**src/rtl/plic_gateway_bank.sv**
```systemverilog
// rtl/plic_gateway_bank.sv - bank of PLIC interrupt gateways, one FSM plus edge counter per source
module plic_gateway_bank #(
  parameter int unsigned NUM_GATEWAYS      = 1,
  parameter int unsigned MAX_PENDING_COUNT = 16
) (
  input  logic                    clk_i,
  input  logic                    rst_ni,
  input  logic [NUM_GATEWAYS-1:0] irq_sources_i,
  input  logic [NUM_GATEWAYS-1:0] edge_sensitive_i,
  input  logic [NUM_GATEWAYS-1:0] claim_i,
  input  logic [NUM_GATEWAYS-1:0] complete_i,
  output logic [NUM_GATEWAYS-1:0] pending_o,
  output logic [NUM_GATEWAYS-1:0] in_service_o
);

  localparam int unsigned CW = $clog2(MAX_PENDING_COUNT + 1);
  localparam logic [CW:0] MAX_C = (CW + 1)'(MAX_PENDING_COUNT);

  // Encoding chosen so each output is a single state flop bit.
  typedef enum logic [1:0] {
    IDLE    = 2'b00,
    PENDING = 2'b01,
    CLAIMED = 2'b10
  } state_e;

  for (genvar g = 0; g < NUM_GATEWAYS; g++) begin : g_gw
    state_e        state_q, state_d;
    logic          prev_q;
    logic [CW-1:0] cnt_q, cnt_d;
    logic [CW:0]   sum;
    logic          edge_w;
    logic          take;

    assign edge_w = irq_sources_i[g] & ~prev_q;

    always_ff @(posedge clk_i or negedge rst_ni) begin
      if (!rst_ni) begin
        state_q <= IDLE;
        prev_q  <= 1'b0;
        cnt_q   <= '0;
      end else begin
        state_q <= state_d;
        prev_q  <= irq_sources_i[g];
        cnt_q   <= cnt_d;
      end
    end

    always_comb begin
      state_d = state_q;
      take    = 1'b0;
      case (state_q)
        IDLE: begin
          if (edge_sensitive_i[g]) begin
            if ((cnt_q != '0) || edge_w) begin
              state_d = PENDING;
              take    = 1'b1;
            end
          end else if (irq_sources_i[g]) begin
            state_d = PENDING;
          end
        end
        PENDING: if (claim_i[g])    state_d = CLAIMED;
        CLAIMED: if (complete_i[g]) state_d = IDLE;
        default: state_d = IDLE;
      endcase
    end

    // An edge coinciding with a take nets out; saturation drops only surplus edges.
    always_comb begin
      sum = {1'b0, cnt_q} + (CW + 1)'(edge_w);
      if (take) sum = sum - (CW + 1)'(1);
      if (sum > MAX_C) sum = MAX_C;
      cnt_d = edge_sensitive_i[g] ? sum[CW-1:0] : '0;
    end

    assign pending_o[g]    = state_q[0];
    assign in_service_o[g] = state_q[1];
  end

endmodule

```
**config.mk**
```make
export PLATFORM = sky130hd
export DESIGN_NAME = plic_gateway_bank
export DESIGN_NICKNAME = d
export VERILOG_FILES = /design/src/rtl/plic_gateway_bank.sv
export SDC_FILE = /design/constraint.sdc
export NUM_CORES = 1
export LEC_CHECK = 0
export CAP_MARGIN = 5
export CORE_MARGIN = 8
export CORE_UTILIZATION = 38
export CTS_CLUSTER_DIAMETER = 200
export DETAILED_ROUTE_END_ITERATION = 8
export DONT_BUFFER_PORTS = 1
export SLEW_MARGIN = 10
export SYNTH_ARGS = -nofsm -noshare
export SYNTH_HDL_FRONTEND = slang
export SYNTH_SLANG_ARGS = --single-unit
```
**constraint.sdc**
```tcl
create_clock -name clk_i -period 5.44 [get_ports clk_i]
set_clock_uncertainty 0.15 [all_clocks]
set_input_delay 0.272 -clock clk_i [delete_from_list [all_inputs] [get_ports clk_i]]
set_output_delay 0.272 -clock clk_i [all_outputs]
set_load 0.03 [all_outputs]
```
==> results_dict.tcl, run 1 <==
set metrics [dict create \
    status "finished clean" \
    whs_path_depth 2 \
    slew_violations 0 \
    cp_data_arrival_time_ps 2960 \
    reg2regPathDepth 8 \
    multiInputGateArea_sq_um 447 \
    ir_worst_vdd_v 0.000205 \
    routed_wl_microns 1290 \
    hp-class "in -> reg" \
    detail-route-antenna-nets 0 \
    min_period_ps 3010 \
    synth_top_area_cell "dfrtp_1" \
    post_drt_wl_per_cell_microns 14.2 \
    drtIter0Drc 19 \
    grt_pass1_vias 480 \
    synth_seq_area_share_pct 30.1 \
    maxCapViolations 0 \
    setup_viol 0 \
    p_leak_nw 0.296 \
    tightest_slew_ps 508 \
    regToRegSetupSlack_ps 2430 \
    cts_tree "yes" \
    first_pass_iters 4 \
    synth_most_common_cell "dfrtp_1" \
    yosysTopAreaCellShare_pct 30.1 \
    period_share_pct 55.4 \
    synthCells 69 \
    netlist-cell-type-count 37 \
    synth.cells.most_frequent "dfrtp_1 (8), xnor2_1 (5), nor2_1 (4)" \
    grt_pass1_wl_microns 2260 \
    die-width_microns 57.9 \
    hold-path-endpoint "g_gw[0].state_q[1]$_DFFE_PN0P_" \
    avgSynthCellArea_sq_um 9.65 \
    htreeDepth 1 \
    fmax_mhz 332 \
    postSynth.asyncResetShare_pct 100 \
    vias 526 \
    hold_path.startpoint "claim_i" \
    clkTransAtPathRegs_ps 50 \
    crit_start "g_gw[0].prev_q$_DFF_PN0_" \
    cp-end-kind "flip-flop" \
    clkLatencyLatePin_ps 250 \
    swShare_pct 47.6 \
    place_congestion 0.834 \
    ys_top_cells_by_area "dfrtp_1 (30%), xnor2_1 (6.6%), ha_1 (5.6%)" \
    area_growth_pct 9.96 \
    ff_latch_area_sq_um 200 \
    fillCellCount 171 \
    ctsResizeCount 0 \
    syn_area_sq_um 666 \
    ios 8 \
    synth_seq_cells 8 \
    die_h_microns 57.9 \
    yosysWarnings 0 \
    critical_path_required_ps 5390 \
    worstPathMaxFanout 7 \
    initial_core_util_pct 39.4 \
    portBuffers 0 \
    drc_errors 0 \
    grt_use_total_pct 8.79 \
    cts_sinks 8 \
    syn-num-nets 78 \
    rows 15 \
    grt-ovfl-total 0 \
    synth_edf_count 0 \
    postPlaceCellArea_sq_um 679 \
    clock_power_share_pct 10.6 \
    final.setup.tns_ps 0 \
    crit_chain "nor2b_1 -> ha_1 -> ha_1 -> or2_2 -> or2_2 -> o311a_1 -> nor2_1 -> nor3_1" \
    via_per_inst 5.78 \
    grt_antenna_before_repair 0 \
    hold_violations 0 \
    fin_area_sq_um 732 \
    powerDensity_mw_per_mm2 556 \
    r2r_end "g_gw[0].cnt_q[2]$_DFF_PN0_" \
    dieArea_sq_mm 0.00335 \
    core_area_sq_mm 0.00169 \
    drive_gt1_share_pct 18.9 \
    clock_path_buffers 2 \
    cp-start-kind "flip-flop" \
    ys.flop_type "dfrtp_1" \
    fin_nets 85 \
    grt_setup_unrepaired "false" \
    numCtsBuffers 3 \
    p_seq_share_pct 32.5 \
    path_class "reg -> reg" \
    p_sw_mw 0.194 \
    p_comb_share_pct 56.8 \
    p_int_mw 0.213 \
    hpwlAfterDp_microns 1040 \
    clock-root-buffer "clkbuf_4" \
    crit_slowest_cell "o311a_1" \
    insertedDiodeCount 0 \
    r2r-start "g_gw[0].prev_q$_DFF_PN0_" \
    max_stage_delay_ps 380 \
    maxSlewHeadroom_pct 65.9 \
    grt_max_degree 10 \
]
==> per-stage QoR <==
stage / worst slack, ps / utilization [%] / hold slack, ps / instances / power, mW
global placement: 2480 / 40.2 / -173 / 85 / 0.358
CTS: 2420 / 43.3 / 22.0 / 91 / 0.409
finish: 2430 / 43.3 / 30.1 / 91 / 0.407
global route: 2190 / 43.3 / 24.1 / 91 / 0.448
floorplan: 2660 / - / -174 / 69 / 0.323
detailed placement: 2440 / 40.2 / -173 / 85 / 0.360
==> critical path: cells and delay by family (launching register included) <==
kind            cells  cell delay (ps)
compound gates      1              380
fa+ha+maj           2              670
flops               1              350
simple gates        5             1330
==> layout by cell type, fill, tap and decap left out, types with 2 or more instances in the layout <==
master	synthesis	routed
nor2_1	4	4
xnor2_1	5	5
clkbuf_4	0	3
dfrtp_1	8	8
nor3_1	3	3
inv_1	3	3
a211oi_1	2	2
ha_1	3	3
nand2_1	2	2
nand4_1	3	3
nand3b_1	2	2
dlygate4sd3_1	0	3
xor2_1	3	3
nand3_1	3	3
or2_2	2	2
a21oi_1	3	3
==> logic make-up after synthesis <==
group / after synthesis / share of synthesized area [%]
AO/OA/AOI/OAI: 17 / 23.9
multiplexers: 1 / 1.50
buffers and inverters: 4 / 2.82
flip-flops: 8 / 30.1
XOR/XNOR: 8 / 10.5
AND/OR/NAND/NOR: 28 / 25.6
adder cells (fa/ha/maj): 3 / 5.64
==> routing by layer <==
layer  GRT usage (%)  routed length, microns  part of all wire (%)
met3            5.08                     142                    11
met1            11.6                     625                    48
met4            2.10                       0                     0
met5               0                       0                     0
met2            11.8                     524                    41
==> registers in the layout (all words and copies together) (netlist names) <==
signal and cells:
g_gw.cnt_q 5, g_gw.prev_q 1, g_gw.state_q 2
==> worst max-delay path by stage <==
| stage | to | slack (ps) | cells past startpoint |
|---|---|---|---|
| global placement | g_gw[0].cnt_q[3]$_DFF_PN0_ | 2480 | 8 |
| CTS | g_gw[0].cnt_q[2]$_DFF_PN0_ | 2420 | 8 |
| floorplan | g_gw[0].cnt_q[2]$_DFF_PN0_ | 2660 | 8 |
| global route | g_gw[0].cnt_q[2]$_DFF_PN0_ | 2190 | 8 |
| finish | g_gw[0].cnt_q[2]$_DFF_PN0_ | 2430 | 8 |
| detailed placement | g_gw[0].cnt_q[2]$_DFF_PN0_ | 2440 | 8 |
==> power by group through the flow <==
stage                     combinational (mW)  clock (mW)  sequential, mW
after floorplan                        0.204           0           0.119
after global placement                 0.225           0           0.133
after detailed placement               0.227           0           0.133
after CTS                              0.232      0.0460           0.132
after global routing                   0.262      0.0500           0.136
final                                  0.231      0.0433           0.132
==> final cells by class <==
| type | count | share of cell area (%) |
|---|---|---|
| clock buffer | 3 | 3.08 |
| inverter | 3 | 1.54 |
| multi-input combinational | 57 | 61.0 |
| sequential | 8 | 27.4 |
| tap | 17 | 2.91 |
| timing repair buffer | 3 | 4.10 |
==> what timing repair did <==
action	4_1_cts	5_1_grt
hold endpoints to repair	10	0
buffers inserted	0	0
hold buffers	3	0
endpoints found under the setup margin	0	0
Note: power is estimated with default switching activity, not from simulation.
==> inputs of run 2 (changes only) <==
- clock period: 5.44 -> 2.79 ns (I/O delays scaled with it)
==> run 2 against run 1 <==
Clock power up 110%; wire length rose by 13%; critical path type unchanged; hold slack gained 18 ps; sequential share of layout area is 1.5 points lower; sequential power grew 95%; core utilization grew 2.4 points; largest cell class unchanged; count of clock-buffer cells in the layout unchanged; first-iteration DRC count decreased by 47%; design area rose by 5.6%; fmax is 15% higher; critical endpoint unchanged; via count grew 8.2%; die area did not move.
==> results_dict.tcl, run 2 (synthesis results as in run 1) <==
set metrics [dict create \
    status "finished clean" \
    grt_pass1_wl_microns 2480 \
    grt_pass1_vias 543 \
    fillCellCount 181 \
    clkTransAtPathRegs_ps 60 \
    maxSlewHeadroom_pct 65.3 \
    final.setup.tns_ps 0 \
    drive_gt1_share_pct 21.8 \
    die-width_microns 57.9 \
    cp_data_arrival_time_ps 2580 \
    cts_sinks 8 \
    grt_max_degree 10 \
    largest_reg_flops 5 \
    initial_core_util_pct 39.4 \
    first_pass_iters 4 \
    critical_path_required_ps 2750 \
    post_drt_wl_per_cell_microns 15.3 \
    clock-root-buffer "clkbuf_4" \
    place_congestion 0.852 \
    multiInputGateArea_sq_um 453 \
    die_h_microns 57.9 \
    slew_violations 0 \
    clkLatencyLatePin_ps 260 \
    cts_tree "yes" \
    tightest_slew_ps 516 \
    path_class "reg -> reg" \
    cp-start-kind "flip-flop" \
    p_leak_nw 0.317 \
    reg2regPathDepth 8 \
    powerDensity_mw_per_mm2 1060 \
    grt_use_total_pct 9.66 \
    fin_nets 89 \
    p_total_mw 0.822 \
    post_cts_buffers 0 \
    reg_top3 "g_gw.cnt_q (5), g_gw.state_q (2), g_gw.prev_q (1)" \
    period_share_pct 94.2 \
    dieArea_sq_mm 0.00335 \
    vias 569 \
    rows 15 \
    final_cell_mix "dfrtp_1 (8), xnor2_1 (5), dlygate4sd3_1 (5)" \
    drtIter0Drc 10 \
    grt_antenna_before_repair 0 \
    via_per_inst 5.99 \
    min_period_ps 2630 \
    clock_path_buffers 2 \
    finalCoreUtilization_pct 45.8 \
    hp-class "in -> reg" \
    insertedDiodeCount 0 \
    grt-ovfl-total 0 \
    ir_worst_vdd_v 0.000351 \
    whs_path_depth 4 \
    htreeDepth 1 \
    numCtsBuffers 3 \
    fmax_mhz 380 \
    setup_viol 0 \
    worstPathMaxFanout 3 \
    grt_setup_unrepaired "false" \
    detail-route-antenna-nets 0 \
    hold_violations 0 \
    core_area_sq_mm 0.00169 \
    maxCapViolations 0 \
    ff_latch_area_sq_um 200 \
    portBuffers 0 \
    drc_errors 0 \
    cp-end-kind "flip-flop" \
    final_common_cell "dfrtp_1" \
    area_growth_pct 16.2 \
    routed_wl_microns 1460 \
    regMostFlops "g_gw.cnt_q" \
    ios 8 \
]
run 2: worst paths after layout:
kind                                                startpoint                        endpoint  slack, ps
worst max-delay path                  g_gw[0].prev_q$_DFF_PN0_      g_gw[0].cnt_q[2]$_DFF_PN0_        160
worst min-delay path                             irq_sources_i  g_gw[0].state_q[0]$_DFFE_PN0P_         50
worst max register to register        g_gw[0].prev_q$_DFF_PN0_      g_gw[0].cnt_q[2]$_DFF_PN0_        160
worst min register to register  g_gw[0].state_q[1]$_DFFE_PN0P_  g_gw[0].state_q[0]$_DFFE_PN0P_        550
max in group asynchronous                               rst_ni      g_gw[0].cnt_q[1]$_DFF_PN0_       2150
min in group asynchronous                               rst_ni      g_gw[0].cnt_q[4]$_DFF_PN0_         70
run 2: layer usage:
layer / vias up / track usage, % / part of all wire (%) / wire length, microns
li1: 283 / - / - / -
met1: 270 / 10.4 / 43 / 631
met2: 16 / 15.8 / 49 / 708
met3: 0 / 5.96 / 8.0 / 116
met4: 0 / 2.10 / 0 / 0
met5: - / 0 / 0 / 0
run 2: area by class of cell:
cell class / count / share of cell area [%]
multi-input cells: 57 / 58.6
flip-flops and latches: 8 / 25.9
repair buffers: 7 / 8.41
clock buffers: 3 / 2.91
well taps: 17 / 2.75
inverters: 3 / 1.46
run 2: metrics by stage:
| stage | area, sq um | hold slack [ps] | cells | worst slack [ps] |
|---|---|---|---|---|
| 3_3_place_gp | 694 | -306 | 87 | 229 |
| 4_1_cts | 767 | 45.3 | 95 | 146 |
| 3_5_place_dp | 694 | -306 | 87 | 164 |
| 6_report | 773 | 47.9 | 95 | 161 |
| 2_1_floorplan | 666 | -306 | 69 | 9.62 |
| 5_1_grt | 773 | 85.4 | 95 | 7.80 |
run 2: report_power, final:
group / internal [mW] / switching [mW]
combinational: 0.221 / 0.253
clock: 0.0494 / 0.0418
sequential: 0.157 / 0.0999
total: 0.428 / 0.394
run 2: worst max-delay path: stages (launching register included):
cell and delay (ps):
dfrtp_1 350, nor2b_1 180, ha_1 210, ha_1 250, or2_2 320, or2_2 310
o311a_1 380, nor2_1 220, nor3_1 100
run 2: timing repair:
item	4_1_cts	5_1_grt
setup endpoints to repair	0	1
hold endpoints to repair	12	0
resized for setup	0	1
hold buffers	5	0
